<file path="src/rtl/golden_nonce_queue.sv">
// Golden-nonce buffer between the hashing control unit and the serial transmitter.
// Queues accepted nonces, drops duplicates and overflow, and hands them out one at a time.
module golden_nonce_queue #(
    parameter int DEPTH_LOG2 = 2
) (
    input  logic                  hash_clk,
    input  logic                  reset_in,
    input  logic                  nonce_valid,
    input  logic [31:0]           nonce_in,
    input  logic                  tx_busy,
    output logic                  tx_send,
    output logic [31:0]           tx_word,
    output logic [DEPTH_LOG2:0]   level,
    output logic [7:0]            drop_cnt,
    output logic [1:0]            fsm_state
);

    localparam int                DEPTH = 1 << DEPTH_LOG2;
    localparam logic [DEPTH_LOG2:0] FULL  = (DEPTH_LOG2 + 1)'(DEPTH);
    localparam logic [DEPTH_LOG2:0] ONE   = (DEPTH_LOG2 + 1)'(1);

    // Transmitter handshake: tx_send is a one-cycle request carrying tx_word; the
    // transmitter acknowledges by raising tx_busy, and the entry is released only
    // once tx_busy has fallen again. No acknowledge within 16 cycles means re-send.
    typedef enum logic [1:0] {
        IDLE      = 2'd0,
        REQ       = 2'd1,
        WAIT_BUSY = 2'd2,
        WAIT_IDLE = 2'd3
    } state_t;

    state_t                  state;
    logic [31:0]             mem [DEPTH];
    logic [DEPTH_LOG2-1:0]   wr_ptr;
    logic [DEPTH_LOG2-1:0]   rd_ptr;
    logic [31:0]             last_nonce;
    logic                    last_valid;
    logic [3:0]              retry_cnt;

    logic full;
    logic dup;
    logic pop;
    logic push;
    logic drop;

    always_comb begin
        full = (level == FULL);
        pop  = (state == WAIT_IDLE) && !tx_busy;
        dup  = nonce_valid && last_valid && (nonce_in == last_nonce);
        // A pop in the same cycle frees the slot, so a full queue can still accept.
        push = nonce_valid && !dup && (!full || pop);
        drop = nonce_valid && !dup && full && !pop;
    end

    assign fsm_state = state;

    always_ff @(posedge hash_clk) begin
        if (push) begin
            mem[wr_ptr] <= nonce_in;
        end
    end

    always_ff @(posedge hash_clk or negedge reset_in) begin
        if (!reset_in) begin
            wr_ptr     <= '0;
            rd_ptr     <= '0;
            level      <= '0;
            drop_cnt   <= '0;
            last_nonce <= '0;
            last_valid <= 1'b0;
        end else begin
            // The newest accepted nonce stays "live" until the queue empties.
            if (push) begin
                wr_ptr     <= wr_ptr + 1'b1;
                last_nonce <= nonce_in;
                last_valid <= 1'b1;
            end else if (pop && level == ONE) begin
                last_valid <= 1'b0;
            end
            if (pop) begin
                rd_ptr <= rd_ptr + 1'b1;
            end
            case ({push, pop})
                2'b10:   level <= level + ONE;
                2'b01:   level <= level - ONE;
                default: level <= level;
            endcase
            if (drop && drop_cnt != 8'hFF) begin
                drop_cnt <= drop_cnt + 8'd1;
            end
        end
    end

    always_ff @(posedge hash_clk or negedge reset_in) begin
        if (!reset_in) begin
            state     <= IDLE;
            tx_send   <= 1'b0;
            tx_word   <= '0;
            retry_cnt <= '0;
        end else begin
            tx_send <= 1'b0;
            case (state)
                IDLE: begin
                    if (level != '0 && !tx_busy) begin
                        state   <= REQ;
                        tx_send <= 1'b1;
                        tx_word <= mem[rd_ptr];
                    end
                end
                REQ: begin
                    state     <= WAIT_BUSY;
                    retry_cnt <= '0;
                end
                WAIT_BUSY: begin
                    if (tx_busy) begin
                        state <= WAIT_IDLE;
                    end else if (retry_cnt == 4'd15) begin
                        // tx_word still holds the head entry, so the retry re-sends it.
                        state   <= REQ;
                        tx_send <= 1'b1;
                    end else begin
                        retry_cnt <= retry_cnt + 4'd1;
                    end
                end
                WAIT_IDLE: begin
                    if (!tx_busy) begin
                        state <= IDLE;
                    end
                end
                default: state <= IDLE;
            endcase
        end
    end

endmodule
</file>
<file path="config.mk">
export PLATFORM = sky130hd
export DESIGN_NAME = golden_nonce_queue
export DESIGN_NICKNAME = d
export VERILOG_FILES = /design/src/rtl/golden_nonce_queue.sv
export SDC_FILE = /design/constraint.sdc
export NUM_CORES = 1
export LEC_CHECK = 0
export ABC_AREA = 1
export BUFFER_PORTS_ARGS = -buffer_cell sky130_fd_sc_hd__buf_2
export CELL_PAD_IN_SITES_DETAIL_PLACEMENT = 1
export CELL_PAD_IN_SITES_GLOBAL_PLACEMENT = 2
export CORE_MARGIN = 3
export CORE_UTILIZATION = 42
export DETAILED_ROUTE_END_ITERATION = 7
export PLACE_DENSITY = 0.87
export SYNTH_ARGS = -nofsm -noshare
export SYNTH_HDL_FRONTEND = slang
export SYNTH_SLANG_ARGS = --single-unit
</file>
<file path="constraint.sdc">
create_clock -name hash_clk -period 6.12 [get_ports hash_clk]
set_clock_uncertainty 0.2 [all_clocks]
set_input_delay 0.306 -clock hash_clk [delete_from_list [all_inputs] [get_ports hash_clk]]
set_output_delay 0.306 -clock hash_clk [all_outputs]
set_load 0.02 [all_outputs]
</file>
==> results of run 1 <==
## kinds of logic (layout without fill, tap and decap cells)
logic type	Yosys count	after routing	synth area share, %
xor+xnor	22	22	2.224
simple gates	389	389	17.42
fa+ha+maj	10	10	1.390
flops	215	215	66.90
buf+inv	98	231	4.838
compound gates	102	102	7.229
## per-layer routing
layer / share of wire, % / vias up / wire (um) / GRT usage [%]
li1: - / 3011 / - / -
met1: 45 / 3190 / 10040 / 25.28
met2: 49 / 137 / 10960 / 33.49
met3: 4.6 / 23 / 1020 / 2.812
met4: 1.1 / 2 / 235 / 4.024
met5: 0.058 / - / 13 / 0
## sequential cells by signal (all words and copies together), names as in the netlist
register / flops
wr_ptr: 2
rd_ptr: 2
fsm_state: 2
tx_word: 32
retry_cnt: 4
mem: 128
level: 3
last_valid: 1
drop_cnt: 8
tx_send: 1
last_nonce: 32
## layout by cell type, fill, tap and decap left out, drive strengths merged
master / netlist / layout
xor2: 11 / 11
ha: 10 / 10
nor2: 125 / 125
nand3: 17 / 17
a21oi: 3 / 3
nand4: 6 / 6
dlygate4sd3: 0 / 34
o32ai: 32 / 32
dfrtp: 87 / 87
inv: 63 / 63
o31ai: 1 / 1
edfxtp: 128 / 128
buf: 20 / 90
nand3b: 2 / 2
nor4: 1 / 1
o22ai: 1 / 1
nand2: 235 / 235
o21ai: 63 / 63
clkbuf: 15 / 34
clkinv: 0 / 8
a22o: 1 / 1
a31oi: 1 / 1
nor3: 3 / 3
clkinvlp: 0 / 1
bufinv: 0 / 1
xnor2: 11 / 11
## critical path: stages
cell and delay [ns]:
dlygate4sd3_1 0.54, buf_2 0.16, inv_1 0.12, nand2_1 0.07
o21ai_0 0.09, nor2_1 0.07, nand3_1 0.08, nor2_1 0.04
nand2_1 0.13, nand2_4 0.11, nor2_8 0.56, inv_4 0.27
nor2_2 0.42, buf_4 0.45
## worst min path at each step
| stage | from | endpoint | slack [ns] |
|---|---|---|---|
| 6_report | nonce_valid | level[1] | 0.05 |
| 5_1_grt | nonce_valid | drop_cnt[1] | 0.07 |
| 4_1_cts | nonce_valid | drop_cnt[1] | 0.04 |
| 3_5_place_dp | reset_in | tx_word[13] | 0.18 |
| 3_3_place_gp | reset_in | tx_word[13] | 0.17 |
| 2_1_floorplan | reset_in | drop_cnt[0] | -0.19 |
## power groups by stage
stage	combinational [mW]	sequential (mW)	clock, mW
after floorplan	0.931	2.27	0
after CTS	1.53	2.19	1.40
after global routing	1.70	2.24	1.46
after global placement	1.47	2.19	0
after detailed placement	1.50	2.21	0
final	1.51	2.19	1.37
## cell type report
| class | count | area share, % |
|---|---|---|
| clock buffers | 34 | 6.238 |
| clock inverters | 10 | 0.7826 |
| inverters | 63 | 2.231 |
| multi-input cells | 523 | 23.75 |
| flip-flops and latches | 215 | 56.23 |
| well taps | 270 | 3.154 |
| repair buffers | 124 | 7.616 |
## through the flow
step / setup WS [ns] / util [%] / instances / power, mW
6_report: 2.605 / 51.94 / 1239 / 5.068
5_1_grt: 2.337 / 51.94 / 1239 / 5.392
4_1_cts: 2.572 / 51.94 / 1239 / 5.121
3_5_place_dp: 2.623 / 46.64 / 1161 / 3.712
3_3_place_gp: 2.695 / 46.64 / 1161 / 3.661
2_1_floorplan: 3.253 / - / 836 / 3.204
## timing repair
item	4_1_cts	5_1_grt
hold endpoints to repair	205	0
hold buffers	34	0
setup buffers	0	0
==> results_dict.tcl, run 1 <==
set metrics [dict create \
    status "complete, no violations" \
    dp_hpwl_um 13390 \
    worst_pin_slew_ns 1.192 \
    multi_input_comb_area_sq_mm 0.002544 \
    avgSynthCellArea_sq_um 10.77 \
    grt_pass1_wl_um 36070 \
    switching_share_pct 36.15 \
    total_leakage_power_nw 4.594 \
    yosys-top-cells-area "edfxtp_1 (43%), dfrtp_1 (24%), nand2_1 (9.8%), nor2_1 (5.0%), o21ai_0 (3.1%)" \
    cts.clk_slew.worst_paths_ns 0.06 \
    core_area_sq_mm 0.02062 \
    synth_common_cells "nand2_1 (234), edfxtp_1 (128), nor2_1 (119)" \
    cp.arrival_ns 3.48 \
    rr_worst_depth 9 \
    post-route-period-util_pct 57.43 \
    fillCellCount 2245 \
    hp-class "primary input to register" \
    vias 6363 \
    synth.most_common_cell "nand2_1" \
    die_y_um 152.4 \
    period_needed_ns 3.515 \
    clk_latency_ns 0.51 \
    place_congestion 0.7622 \
    comb_power_share_pct 29.8 \
    numCtsBuffers 24 \
    yosysTopAreaCell "edfxtp_1" \
    rsz0062_at_grt "false" \
    cts_resized 0 \
    num_antenna_cells 0 \
    worstPathRequired_ns 6.08 \
    initial_core_util_pct 43.64 \
    hold_ws_ns 0.05006 \
    ioPinCount 82 \
    cp-end-kind "register" \
    cp-start-kind "primary input" \
    fmax_ghz 0.2845 \
    yosys_register_bits 215 \
    netlist_instances 836 \
    netlist_area_sq_mm 0.009000 \
    crit_type "primary input to register" \
    p_seq_share_pct 43.3 \
    r2r_slack_ns 2.73 \
    syn2layout_area_growth_pct 19.02 \
    synthFlopType "edfxtp_1" \
    synth_edf_count 128 \
    async_flop_share_pct 40.47 \
    io_buffers 81 \
    root_buffer "clkbuf_16" \
    p_int_mw 3.236 \
    p_sw_mw 1.832 \
    detail-route-antenna-nets 0 \
    maxSlewViolCount 0 \
    cts_buffer_depth 3 \
    power_per_cell_area_mw_per_mm2 473.1 \
    setup_violations 0 \
    dpl-instance-area_sq_mm 0.009619 \
    final_cell_area_sq_mm 0.01071 \
    grt_pass1_vias 6817 \
    antenna_found_initial 1 \
    maxSlewHeadroom_pct 20.50 \
    endpoint "mem[2][16]" \
    wire_per_inst_um 17.97 \
    vdd_ir_drop_max_uv 243.0 \
    yosysTopAreaCellShare_pct 42.71 \
    drt_pass1_iterations 5 \
    ys_warn_count 0 \
    track_usage_pct 19.04 \
    syn_nets 882 \
    drc 0 \
    yosysUniqueCellTypes 35 \
    overflow 0 \
    wl_um 22270 \
    startpoint "nonce_in[1]" \
    cts_tree "yes" \
    timing.rr.start "fsm_state[1]" \
    placementRows 52 \
    grt_max_degree 66 \
    seq_area_sq_mm 0.006023 \
    cp_max_fo 51 \
    htree_levels 1 \
    drive_gt1_share_pct 14.86 \
    fin_setup_tns_ns 0 \
    fin_nets 997 \
    finalHoldViolations 0 \
    holdPathStages 4 \
    clkPwrFrac_pct 27.0 \
    drt_iter0_drc 457 \
    die_width_um 152.4 \
    r2r_end "mem[2][16]" \
    numClockSinks 215 \
    cap_violations 0 \
    yosysSeqAreaShare_pct 66.90 \
    routed_via_density 5.136 \
    dieArea_sq_mm 0.02322 \
]
Note: power is estimated with default switching activity, not from simulation.
==> run 2, diff against run 1 <==
- CORE_UTILIZATION: 42 -> 35
- PLACE_DENSITY: 0.87 -> 0.78
- clock period: 6.12 -> 3.2 ns (I/O delays scaled with it)
==> results_dict.tcl, run 2 (synthesis gave the netlist of run 1 again) <==
set metrics [dict create \
    status "complete, no violations" \
    drive_gt1_share_pct 15.49 \
    fmax_ghz 0.3515 \
    root_buffer "clkbuf_16" \
    drt_iter0_drc 266 \
    clk_latency_ns 0.51 \
    switching_share_pct 35.98 \
    maxSlewViolCount 0 \
    fillCellCount 2818 \
    crit_path_frequent_cell "inv_2" \
    grt_pass1_vias 6582 \
    worstPathRequired_ns 3.17 \
    ctsHoldBuffers 35 \
    slowest_delay_ns 0.56 \
    initial_core_util_pct 35.64 \
    detail-route-antenna-nets 0 \
    io_buffers 81 \
    vdd_ir_drop_max_uv 444.9 \
    ioPinCount 82 \
    cp_cell_sequence "inv_2, nor3_4, inv_2, nand3_2, inv_2, nor2_8, inv_4, nor2_2, buf_4" \
    cts_buffer_depth 3 \
    die_y_um 166.4 \
    hp-class "primary input to asynchronous set/reset pin" \
    mostFrequentLayoutCells "nand2_1 (234), edfxtp_1 (128), nor2_1 (119)" \
    cap_violations 0 \
    layoutNonFillerInstCount 1305 \
    largest_register "mem" \
    grt_pass1_wl_um 36460 \
    overflow 0 \
    cp-end-kind "register" \
    largest_register_ffs 128 \
    num_antenna_cells 0 \
    cp-start-kind "register" \
    maxSlewHeadroom_pct 22.14 \
    r2r_end "mem[3][27]" \
    wire_per_inst_um 17.47 \
    hold_ws_ns 0.01559 \
    crit_type "register to register" \
    fin_setup_tns_ns 0 \
    fin_util_pct 42.95 \
    path_buf_inv 5 \
    syn2layout_area_growth_pct 20.53 \
    period_needed_ns 2.845 \
    finalHoldViolations 0 \
    wl_um 22800 \
    clkPwrFrac_pct 27.0 \
    total_leakage_power_nw 4.637 \
    layout_commonest_cell "nand2_1" \
    post-route-period-util_pct 88.92 \
    largestRegisters "mem (128), last_nonce (32), tx_word (32)" \
    post_cts_buffers 0 \
    r2r_slack_ns 0.35 \
    cts_tree "yes" \
    place_congestion 0.7418 \
    placementRows 58 \
    cp.arrival_ns 2.81 \
    cts_resized 0 \
    cp_max_fo 23 \
    dp_hpwl_um 13730 \
    drt_pass1_iterations 4 \
    track_usage_pct 16.37 \
    dp_cells 1226 \
    rsz0062_at_grt "false" \
    comb_power_share_pct 29.9 \
    grt_max_degree 66 \
    vias 6253 \
    antenna_found_initial 0 \
    critPathSlowestCell "nor2_2" \
    core_area_sq_mm 0.02525 \
    timing.rr.start "fsm_state[1]" \
    power_mw 9.697 \
    routed_via_density 4.792 \
    rr_worst_depth 9 \
    p_sw_mw 3.489 \
    numClockSinks 215 \
    numCtsBuffers 24 \
    drc 0 \
    p_int_mw 6.208 \
    worst_pin_slew_ns 1.168 \
    p_seq_share_pct 43.1 \
    fin_nets 1003 \
    setup_violations 0 \
    cpLargestDelayFamily "simple AND/OR/NAND/NOR gates" \
    htree_levels 1 \
    die_width_um 166.4 \
    dieArea_sq_mm 0.02767 \
    cts.clk_slew.worst_paths_ns 0.06 \
    power_per_cell_area_mw_per_mm2 893.9 \
]
run 2: changes by cell type in the layout (fill, tap and decap cells not counted), sizes merged:
cell,delta
clkinvlp,-1
buf,+5
bufinv,-1
dlygate4sd3,+1
clkbuf,+2
run 2: worst reg2reg max path, delay by kind of cell, from the launching register on:
family	cells	cell delay [ns]
simple gates	4	1.07
flops	1	0.46
buf+inv	5	0.78
run 2: how the worst max path moves through the flow:
stage	slack, ns	depth (start not counted)	start	to
global route	0.15	9	fsm_state[1]	mem[3][29]
finish	0.35	9	fsm_state[1]	mem[3][27]
global placement	0.39	9	fsm_state[1]	mem[3][26]
floorplan	0.33	9	fsm_state[1]	mem[0][0]
detailed placement	0.32	9	fsm_state[1]	mem[3][26]
CTS	0.31	9	fsm_state[1]	mem[3][27]
run 2: power groups by stage:
stage                     Combinational (mW)  Clock, mW  Sequential, mW
after global placement                  2.88          0            4.21
after floorplan                         1.78          0            4.35
after global routing                    3.28       2.80            4.29
final                                   2.90       2.62            4.18
after CTS                               2.98       2.69            4.19
after detailed placement                2.92          0            4.23
run 2: metrics by stage:
| stage | instance area (sq um) | worst slack [ns] |
|---|---|---|
| 6_report | 10850 | 0.3547 |
| 5_1_grt | 10850 | 0.1475 |
| 4_1_cts | 10850 | 0.3108 |
| 3_5_place_dp | 9744 | 0.3227 |
| 3_3_place_gp | 9744 | 0.3948 |
| 2_1_floorplan | 9000 | 0.3325 |
run 2: metal layers:
layer,GRT usage [%],vias to the layer above,part of all wire [%]
met4,3.802,0,1.6
met3,2.309,30,3.2
met1,22.53,3111,48
met2,27.74,81,47
met5,0,-,0
li1,-,3031,-
run 2: area by class of cell:
class	count	area, sq um	share of cell area (%)
Timing Repair Buffer	130	875.8	8.074
Clock inverter	8	36.28	0.3345
Tap cell	330	412.9	3.806
Inverter	63	239.0	2.203
Sequential cell	215	6023	55.52
Clock buffer	36	716.9	6.609
Multi-Input combinational cell	523	2544	23.45
